--- src/rtl/score_bin2bcd.sv ---
// score_bin2bcd
// Sequential binary-to-BCD converter (shift-add-3, one input bit per clock)
// feeding the four-digit seven-segment multiplexer. Inputs above MAX_VAL are
// clamped. Digits are registered and change only when a conversion completes.
//
// Ports:
//   clk    system clock
//   rst    asynchronous active-high reset
//   bin    binary score, sampled only when start is accepted in IDLE
//   start  conversion request, ignored unless idle
//   busy   high from the cycle after acceptance through the DONE cycle
//   done   one-cycle pulse when d3..d0 / ovf carry a new result
//   ovf    last accepted bin exceeded MAX_VAL (updated with the digits)
//   d3..d0 thousands..ones digits; d3..d1 read 4'hF when blanked
module score_bin2bcd #(
    parameter int BIN_W    = 14,
    parameter int MAX_VAL  = 9999,
    parameter int BLANK_LZ = 1
) (
    input  logic             clk,
    input  logic             rst,
    input  logic [BIN_W-1:0] bin,
    input  logic             start,
    output logic             busy,
    output logic             done,
    output logic             ovf,
    output logic [3:0]       d3,
    output logic [3:0]       d2,
    output logic [3:0]       d1,
    output logic [3:0]       d0
);

    localparam int               CNT_W = (BIN_W > 1) ? $clog2(BIN_W) : 1;
    localparam logic [BIN_W-1:0] MAX_V = BIN_W'(MAX_VAL);
    localparam logic [3:0]       RST_D = (BLANK_LZ != 0) ? 4'hF : 4'h0;

    typedef enum logic [1:0] {
        IDLE,
        SHIFT,
        DONE
    } state_t;

    state_t            state;
    logic [15:0]       acc;
    logic [BIN_W-1:0]  val;
    logic [CNT_W-1:0]  count;
    logic              ovf_pend;

    logic              over;
    logic [15:0]       adj;
    logic [3:0]        bd3, bd2, bd1;
    logic              z3, z2, z1;

    assign over = (bin > MAX_V);

    // Add-3 correction applied per nibble before each shift; nibbles are
    // independent (no carry between digits).
    always_comb begin
        adj = acc;
        for (int unsigned i = 0; i < 4; i++) begin
            if (acc[4*i +: 4] >= 4'd5)
                adj[4*i +: 4] = acc[4*i +: 4] + 4'd3;
        end
    end

    // Leading-zero blanking cascades from the most significant digit down;
    // the ones digit is always shown.
    always_comb begin
        z3  = (acc[15:12] == 4'd0);
        z2  = (acc[11:8]  == 4'd0);
        z1  = (acc[7:4]   == 4'd0);
        bd3 = acc[15:12];
        bd2 = acc[11:8];
        bd1 = acc[7:4];
        if (BLANK_LZ != 0) begin
            if (z3)             bd3 = 4'hF;
            if (z3 && z2)       bd2 = 4'hF;
            if (z3 && z2 && z1) bd1 = 4'hF;
        end
    end

    always_ff @(posedge clk or posedge rst) begin
        if (rst) begin
            state    <= IDLE;
            busy     <= 1'b0;
            done     <= 1'b0;
            ovf      <= 1'b0;
            ovf_pend <= 1'b0;
            acc      <= '0;
            val      <= '0;
            count    <= '0;
            d3       <= RST_D;
            d2       <= RST_D;
            d1       <= RST_D;
            d0       <= 4'h0;
        end else begin
            done <= 1'b0;
            case (state)
                IDLE: begin
                    if (start) begin
                        val      <= over ? MAX_V : bin;
                        ovf_pend <= over;
                        acc      <= '0;
                        count    <= CNT_W'(BIN_W - 1);
                        busy     <= 1'b1;
                        state    <= SHIFT;
                    end
                end
                SHIFT: begin
                    // {acc, val} shifted left by one after correction.
                    acc <= {adj[14:0], val[BIN_W-1]};
                    val <= {val[BIN_W-2:0], 1'b0};
                    if (count == '0)
                        state <= DONE;
                    else
                        count <= count - 1'b1;
                end
                DONE: begin
                    d3    <= bd3;
                    d2    <= bd2;
                    d1    <= bd1;
                    d0    <= acc[3:0];
                    ovf   <= ovf_pend;
                    done  <= 1'b1;
                    busy  <= 1'b0;
                    state <= IDLE;
                end
                default: state <= IDLE;
            endcase
        end
    end

endmodule
--- config.mk ---
export PLATFORM = sky130hd
export DESIGN_NAME = score_bin2bcd
export DESIGN_NICKNAME = d
export VERILOG_FILES = /design/src/rtl/score_bin2bcd.sv
export SDC_FILE = /design/constraint.sdc
export NUM_CORES = 1
export LEC_CHECK = 0
export ABC_CLOCK_PERIOD_IN_PS = 3140
export CAP_MARGIN = 20
export CORE_UTILIZATION = 25
export DETAILED_ROUTE_END_ITERATION = 12
export PLACE_DENSITY = 0.53
export SYNTH_ARGS = -nofsm -noshare
export SYNTH_HDL_FRONTEND = slang
export SYNTH_SLANG_ARGS = --single-unit
--- constraint.sdc ---
create_clock -name clk -period 3.14 [get_ports clk]
set_input_delay 0.942 -clock clk [delete_from_list [all_inputs] [get_ports clk]]
set_output_delay 0.942 -clock clk [all_outputs]
set_load 0.02 [all_outputs]
Yosys cells after proc, flatten, opt, wreduce, memory -nomap -nowiden:

Index checks and enable logic that the tools add are counted.

* $lt $le $gt $ge: 5
* add/sub/neg operators: 5
* eq/ne operators: 5
* reductions and logical operators: 14
* mux-type cells: 21

Operators with widths (number)
* $mux 4: 8
* $pmux 16 s2: 1
* $mux 14: 2
* $pmux 14 s2: 1
* $ge 4x3->1 const B: 4
* $logic_not 4->1: 4
* $mux 16: 1
* $gt 14x14->1 const B: 1
* $add 4x2->4 const B: 3
* $pmux 4 s2: 1
* $reduce_and 2->1: 4
* $ne 2x2->1 const B: 3
* $mux 2: 2
* $pmux 2 s2: 1
* $reduce_bool 2->1: 2
* $sub 4x1->4 const B: 1
* $add 3x2->3 const B: 1
* $mux 3: 1
* $reduce_and 3->1: 1
* $eq 2x1->1 const B: 1
* $eq 2x2->1 const B: 1
* $logic_and 1x1->1: 2
* $logic_not 2->1: 1
* $mux 1: 2
* $pmux 1 s2: 1

* output and inout port bits: 19
* word-level logic and storage cells: 62
* bits of input ports: 17
* register bits after elaboration: 56

Depth between registers and ports, before layout:

Gate-level depths: netlist of the first run.

* depth after elaboration: 4
* mapped depth: 6
* mapped depth without buffers: 6

Least setup slack after synthesis of the first run:

No wires, ideal clock.

* path kind: input-to-reg
* start point: input port bin[6]
* end point: register val[1]
* setup time: 119 ps
* path slack: 1306 ps
* data required time: 3021 ps
* cell stages on the path: 3
* buffers on the path: 0
* data arrival time: 1715 ps
* cells stage by stage: o41ai_1 -> nand3_1 -> o21a_1

* longest elaborated chain between the ends: 4

RTL lines
* start: declaration: RTL line 22 `input logic [BIN_W-1:0] bin,`
* $gt 14x14->1: RTL line 54 `assign over = (bin > MAX_V);`
* $mux 14: RTL line 101 `val <= over ? MAX_V : bin;`
* $mux 14: RTL line 100 `if (start) begin`
* $pmux 14 s2: RTL line 98 `case (state)`
* end signal: assignment: RTL line 101
* end signal: assignment: RTL line 112 `val <= {val[BIN_W-2:0], 1'b0};`
* end: declaration: RTL line 45 `logic [BIN_W-1:0] val;`

No other way between the ends. The select of a mux whose other input is x is not followed.
A chain may end at the register's enable or synchronous reset.

Worst setup path in the final report of the first run:

* start point: register d1[3]
* end point: output port d1[3]

RTL lines
* start: declaration: RTL line 29 `output logic [3:0] d1,`
* start signal: assignment: RTL line 94 `d1 <= RST_D;`
* start signal: assignment: RTL line 121 `d1 <= bd1;`

No word-level cell between the ends.

==> key figures, run 1 <==
Synth
  – Number of synthesized register bits: 56
  – Async S/R FF share, synth: 100%
  – Post-synth EDFFs: 0
  – Area leader, netlist: dfrtp_1
  – Mapped Area: 0.00265 mm²
  – Most frequent cell after synthesis: dfrtp_1
  – Ys Warns: 0
  – Main synth FF type: dfrtp_1
  – Post-Syn Nets: 287
  – Share of the synthesized area in the top cell type: 41.6%
  – Top cells by count, synth: 44 x dfrtp_1, 33 x nand2_1, 22 x nor2_1
  – Mean area per synthesized cell: 10.2 µm²
  – Top post-synthesis cells by area: dfrtp_1 42%, dfstp_2 12%, ha_1 5.2%
  – Register area share after synthesis: 53.5%
  – Count of cell types in the netlist: 43
  – Gate count of the mapped netlist: 259

Detailed routing
  – Initial drt markers: 83
  – First-pass DRT Iterations: 4
  – Wirelength per Cell: 12.6 µm
  – Residual DRC: 0
  – Detailed Route WL: 5.46 mm
  – Vias per cell: 4.54
  – Via count: 1960
  – Antenna Nets Post-Route: 0

Clock tree
  – Clk_lat worst skew: 0.32 ns
  – CTS HTree Levels: 2
  – Hold-fix buffers, CTS: 0
  – Clk slew on worst S/H paths: 0.10 ns
  – Clock Tree Root: clkbuf_8
  – # resized after CTS: 0
  – Clock Tree Buf Depth: 2
  – Clk sinks: 56
  – Buffer count from post-CTS setup fixing: 0
  – CTS tree: yes
  – Inserted Clock Buffers: 5

Floorplan
  – Placeable Area: 0.0103 mm²
  – Initial Util: 25.7%
  – I/O pins: 36
  – Core Rows: 37
  – Die Span Y: 105 µm
  – Die Area: 0.0110 mm²
  – Die width: 105 µm

Setup path
  – CP Max Fanout: 2
  – R2R cell count: 6
  – Largest stage delay on the critical path: 0.60 ns
  – Slowest CP cell: clkdlybuf4s50_1
  – R2R setup slack: 1.17 ns
  – Worst reg2reg startpoint: acc[12]
  – Startpoint Class: flop
  – Setup CP Type: reg -> out
  – Worst setup EP type: output port
  – Crit-path cells: clkdlybuf4s50_1
  – Top delay family on crit path: buffers and inverters
  – Critical Path RT: 2.20 ns
  – Worst Path Arrival: 1.45 ns
  – Capturing point of the worst reg2reg path: d1[1]
  – Worst Path Buf+Inv: 1

STA
  – Fin Setup TNS: 0 ns
  – Worst-Margin Slew: 1.04 ns
  – Fmax: 418 MHz
  – Slew Viols, Final: 0
  – Period utilization: 76.2%
  – Worst Skew: 0.0108 ns
  – Final Hold Vio Count: 0
  – Tmin final: 2.39 ns
  – Final setup fails: 0
  – RSZ-0062 raised after global routing: false
  – Slew headroom: 30.5%

Final layout
  – Filler cells: 1109
  – Area Overhead vs Synth: 23.7%
  – Fin area: 0.00327 mm²
  – Ant diodes: 0
  – Share of cells above drive strength 1: 10.8%
  – # nets final: 323

Global routing
  – Largest net degree at the start of global routing: 35
  – Vias in the first global route: 1958
  – Initial antenna violation count: 0
  – First-pass GRT wire length: 9.52 mm
  – Total GRT Usage: 10.8%
  – Gr ovfl total: 0

Min path
  – Hold path startpoint: d2[1]
  – Hold Path Class: reg -> reg
  – Worst Hold Depth: 2
  – Hold EP: d2[1]

Power
  – LEAKAGE: 1.42 nW
  – Peak supply drop: 0.307 mV
  – Cell Pwr Density: 997 mW/mm²

Run
  – Total of max-cap violations: 0

Place
  – PortBufs: 35
  – Final Wtd Congestion: 0.736
  – Post-Place Cell Area: 0.00316 mm²
  – DP Wirelength: 3.80 mm

Status
  – Status: completed
[power breakdown]
part | internal, mW | leakage [nW] | switching [mW]
clock | 0.241 | 0.0548 | 0.247
combinational | 0.687 | 0.691 | 0.772
sequential | 1.08 | 0.673 | 0.230
[logic make-up (layout without fill, tap and decap cells)]
logic type      after synthesis  after routing  share of synthesized area, %
flops                        56             56                          53.5
buf+inv                      26             63                          4.40
mux                           2              2                         0.804
fa+ha+maj                    11             11                          5.20
xor+xnor                      5              5                          1.66
compound gates               74             74                          19.3
simple gates                 85             85                          15.1
[worst max path at each step]
stage,start,to,slack [ns],cells after the start
after floorplan,rst,acc[0],0.85,1
after global placement,start,count[1],0.67,5
after detailed placement,start,count[1],0.64,5
after CTS,d3[3],d3[3],0.72,1
after global routing,d2[1],d2[1],0.69,1
final,d1[3],d1[3],0.75,1
[metal layers]
metal / track usage (%) / up-vias / share of wire [%]
li1: - / 996 / -
met1: 14.3 / 923 / 49
met2: 17.5 / 37 / 46
met3: 2.43 / 4 / 3.7
met4: 3.32 / 0 / 0.97
met5: 0 / - / 0
[final cells by class]
cell class / instances / area, µm² / area share (%)
Clock buffer: 5 / 68.8 / 2.10
Multi-Input combinational cell: 177 / 1110 / 34.0
Sequential cell: 56 / 1420 / 43.3
Timing Repair Buffer: 40 / 400 / 12.2
Tap cell: 136 / 170 / 5.20
Clock inverter: 3 / 46.3 / 1.42
Inverter: 15 / 56.3 / 1.72
[registers in the layout, summed over array words and instances (netlist names)]
name	flops
busy	1
ovf_pend	1
val	14
count	4
d0	4
state	2
ovf	1
d3	4
acc	16
d2	4
d1	4
done	1
[per-stage QoR]
step | std cells | setup WS (ns) | hold WS (ns) | power [mW] | util (%)
finish | 432 | 0.746 | 0.456 | 3.26 | 31.8
global route | 432 | 0.690 | 0.477 | 3.55 | 31.8
CTS | 432 | 0.719 | 0.461 | 3.32 | 31.8
detailed placement | 424 | 0.643 | 0.446 | 2.81 | 30.7
global placement | 424 | 0.671 | 0.442 | 2.79 | 30.7
floorplan | 259 | 0.847 | 0.439 | 2.36 | -
[placed cells by master, fill, tap and decap left out, types with 7 or more instances in the layout]
cell and n:
o21ai_0 16, nor2_1 22, dfrtp_1 44, nand2b_1 7, clkdlybuf4s50_1 35, nand2_1 33, inv_1 13, dfstp_2 12
ha_1 11, a21oi_1 10, o22ai_1 9
No activity file was read; power rests on OpenSTA's default activity.
==> run 2: changes to the inputs <==
--- a/config.mk
+++ b/config.mk
@@ -5,7 +5,7 @@
 export SDC_FILE = /design/constraint.sdc
 export NUM_CORES = 1
 export LEC_CHECK = 0
-export ABC_CLOCK_PERIOD_IN_PS = 3140
+export ABC_CLOCK_PERIOD_IN_PS = 2400
 export CAP_MARGIN = 20
 export CORE_UTILIZATION = 25
 export DETAILED_ROUTE_END_ITERATION = 12
==> constraint.sdc (replaced) <==
create_clock -name clk -period 2.4 [get_ports clk]
set_input_delay 0.72 -clock clk [delete_from_list [all_inputs] [get_ports clk]]
set_output_delay 0.72 -clock clk [all_outputs]
set_load 0.02 [all_outputs]
==> run 2 against run 1 <==
  * First-iteration DRC count grew 4.8%
  * Global-route usage is 0.22 points higher
  * Critical path depth is the same
  * Worst hold slack worse by 0.0016 ns
  * Via count is 2.8% higher
  * Wire length is 3.4% higher
  * Non-clock buffer count increased by 3
  * Sequential power grew 31%
  * Flip-flop and latch count did not move
==> key figures, run 2 (synthesis gave the netlist of run 1 again) <==
Status
  – Status: completed

Floorplan
  – Core Rows: 37 (unchanged)
  – Die Area: 0.0110 mm² (unchanged)
  – I/O pins: 36 (unchanged)
  – Die Span Y: 105 µm (unchanged)
  – Initial Util: 25.7% (unchanged)
  – Placeable Area: 0.0103 mm² (unchanged)
  – Die width: 105 µm (unchanged)

Detailed routing
  – Routed met1 length: 2.68 mm (-0.78%)
  – WL met2: 2.69 mm (+7.6%)
  – Initial drt markers: 87 (+4.8%)
  – Antenna Nets Post-Route: 0 (unchanged)
  – Vias per cell: 4.63 (+2.1%)
  – First-pass DRT Iterations: 6 (+2)
  – Residual DRC: 0 (unchanged)
  – Detailed Route WL: 5.64 mm (+3.4%)
  – Max Used Layer: met4
  – Wire length on met3: 221 µm (+10%)
  – Via count: 2015 (+2.8%)
  – Wirelength per Cell: 13.0 µm (+2.7%)

Final layout
  – Area Overhead vs Synth: 23.5%
  – Fin cells: 435 (+0.69%)
  – # nets final: 326 (+0.93%)
  – Largest Register: acc
  – Max reg flops: 16 (unchanged)
  – Footprint of the multi-input gates: 0.00111 mm² (unchanged)
  – Ant diodes: 0 (unchanged)
  – Sequential cell area: 0.00142 mm² (unchanged)
  – Largest registers: acc: 16 flops, val: 14 flops
  – Fin area: 0.00327 mm² (-0.15%)
  – Fin util: 31.8% (-0.049 points)
  – Commonest non-fill, non-tap cell in the layout: dfrtp_1
  – Filler cells: 1099 (-0.90%)
  – Commonest cells after routing, fill and taps aside: 44 x dfrtp_1, 35 x clkdlybuf4s50_1, 33 x nand2_1
  – Share of cells above drive strength 1: 11.4% (+0.56 points)

Setup path
  – Crit-path cells: clkdlybuf4s50_1
  – Startpoint Class: flop
  – CP Max Fanout: 2 (unchanged)
  – Worst Path Buf+Inv: 1 (unchanged)
  – Worst reg2reg startpoint: acc[12]
  – Critical Path RT: 1.68 ns (-0.52 ns)
  – R2R setup slack: 0.46 ns (-0.71 ns)
  – R2R cell count: 6 (unchanged)
  – Setup CP Type: reg -> out
  – Largest stage delay on the critical path: 0.60 ns (about the same)
  – Worst Path Arrival: 1.46 ns (about the same)
  – Capturing point of the worst reg2reg path: d1[1]
  – Top delay family on crit path: buffers and inverters
  – Worst setup EP type: output port
  – Slowest CP cell: clkdlybuf4s50_1

Power
  – Cell Pwr Density: 1290 mW/mm² (+29%)
  – Clock network fraction of design power: 12.4% (-2.5 points)
  – Reg power frac: 41.1% (+0.8 points)
  – Combinational share of power: 46.5% (+1.8 points)
  – LEAKAGE: 1.42 nW (about the same)
  – Peak supply drop: 0.363 mV (+18%)
  – P_sw: 1.65 mW (+32%)
  – Switching Share: 39.2% (+0.90 points)
  – Int Pwr: 2.56 mW (+27%)

STA
  – Final setup fails: 0 (unchanged)
  – Fin Setup TNS: 0 ns (unchanged)
  – Slew headroom: 71.5% (+41 points)
  – Fmax: 459 MHz
  – Worst Skew: 0.0146 ns (+0.00380 ns)
  – Final Hold Vio Count: 0 (unchanged)
  – Worst-Margin Slew: 0.422 ns (-0.621 ns)
  – Hold slack final: 0.454 ns (-0.00157 ns)
  – RSZ-0062 raised after global routing: false
  – Slew Viols, Final: 0 (unchanged)
  – Period utilization: 90.7%
  – Tmin final: 2.18 ns

Global routing
  – First-pass GRT wire length: 9.58 mm (+0.58%)
  – Gr ovfl total: 0 (unchanged)
  – Largest net degree at the start of global routing: 32 (-8.6%)
  – Total GRT Usage: 11.0% (+0.22 points)
  – Vias in the first global route: 1881 (-3.9%)
  – Initial antenna violation count: 0 (unchanged)

Clock tree
  – Inserted Clock Buffers: 5 (unchanged)
  – Hold-fix buffers, CTS: 0 (unchanged)
  – Clock Tree Root: clkbuf_8
  – Clk slew on worst S/H paths: 0.10 ns (about the same)
  – Clk sinks: 56 (unchanged)
  – CTS tree: yes
  – CTS HTree Levels: 2 (unchanged)
  – Clk_lat worst skew: 0.31 ns (about the same)
  – # resized after CTS: 0 (unchanged)
  – Buffer count from post-CTS setup fixing: 0 (unchanged)
  – Clock Tree Buf Depth: 2 (unchanged)

Min path
  – Hold EP: d2[3]
  – Hold Path Class: reg -> reg
  – Hold path startpoint: d2[3]
  – Worst Hold Depth: 2 (unchanged)

Run
  – Total of max-cap violations: 0 (unchanged)

Place
  – PortBufs: 35 (unchanged)
  – Post-Place Cell Area: 0.00318 mm² (+0.71%)
  – DP Wirelength: 3.90 mm (+2.7%)
  – Final Wtd Congestion: 0.742 (+0.79%)
  – # placed instances: 427 (+0.71%)
run 2: cell types whose count changed in the layout (fill, tap and decap cells not counted):
| cell | delta |
|---|---|
| buf_4 | +3 |
| bufinv_16 | -1 |
| clkinv_1 | +1 |
| clkinvlp_4 | +1 |
| inv_6 | -1 |
run 2: power groups by stage:
stage | combinational, mW | clock [mW] | sequential, mW
2_1_floorplan | 1.25 | 0 | 1.83
6_report | 1.96 | 0.522 | 1.73
5_1_grt | 2.20 | 0.590 | 1.80
3_5_place_dp | 1.98 | 0 | 1.75
4_1_cts | 1.99 | 0.546 | 1.73
3_3_place_gp | 1.94 | 0 | 1.74
run 2: area by class of cell:
type	instances	share of cell area, %
sequential	56	43.4
inverter	15	1.72
clock buffer	5	2.11
multi-input combinational	177	34.1
tap	136	5.21
clock inverter	3	0.575
timing repair buffer	43	13.0
run 2: through the flow:
| stage | setup WS (ns) | power, mW |
|---|---|---|
| after floorplan | 0.329 | 3.09 |
| after global placement | 0.151 | 3.68 |
| after detailed placement | 0.124 | 3.73 |
| after CTS | 0.199 | 4.27 |
| after global routing | 0.166 | 4.59 |
| final | 0.223 | 4.20 |
run 2: per-layer routing:
metal / global-route usage (%) / up-vias
met5: 0 / -
met4: 3.22 / 0
met3: 2.12 / 6
met2: 17.6 / 48
met1: 15.1 / 963
li1: - / 998
run 2: worst max-delay path by stage:
stage / startpoint / endpoint / slack [ns] / depth (start not counted)
finish: d1[0] / d1[0] / 0.22 / 1
global route: d1[0] / d1[0] / 0.17 / 1
CTS: d1[0] / d1[0] / 0.20 / 1
detailed placement: start / count[1] / 0.12 / 5
global placement: start / count[1] / 0.15 / 5
floorplan: rst / acc[0] / 0.33 / 1
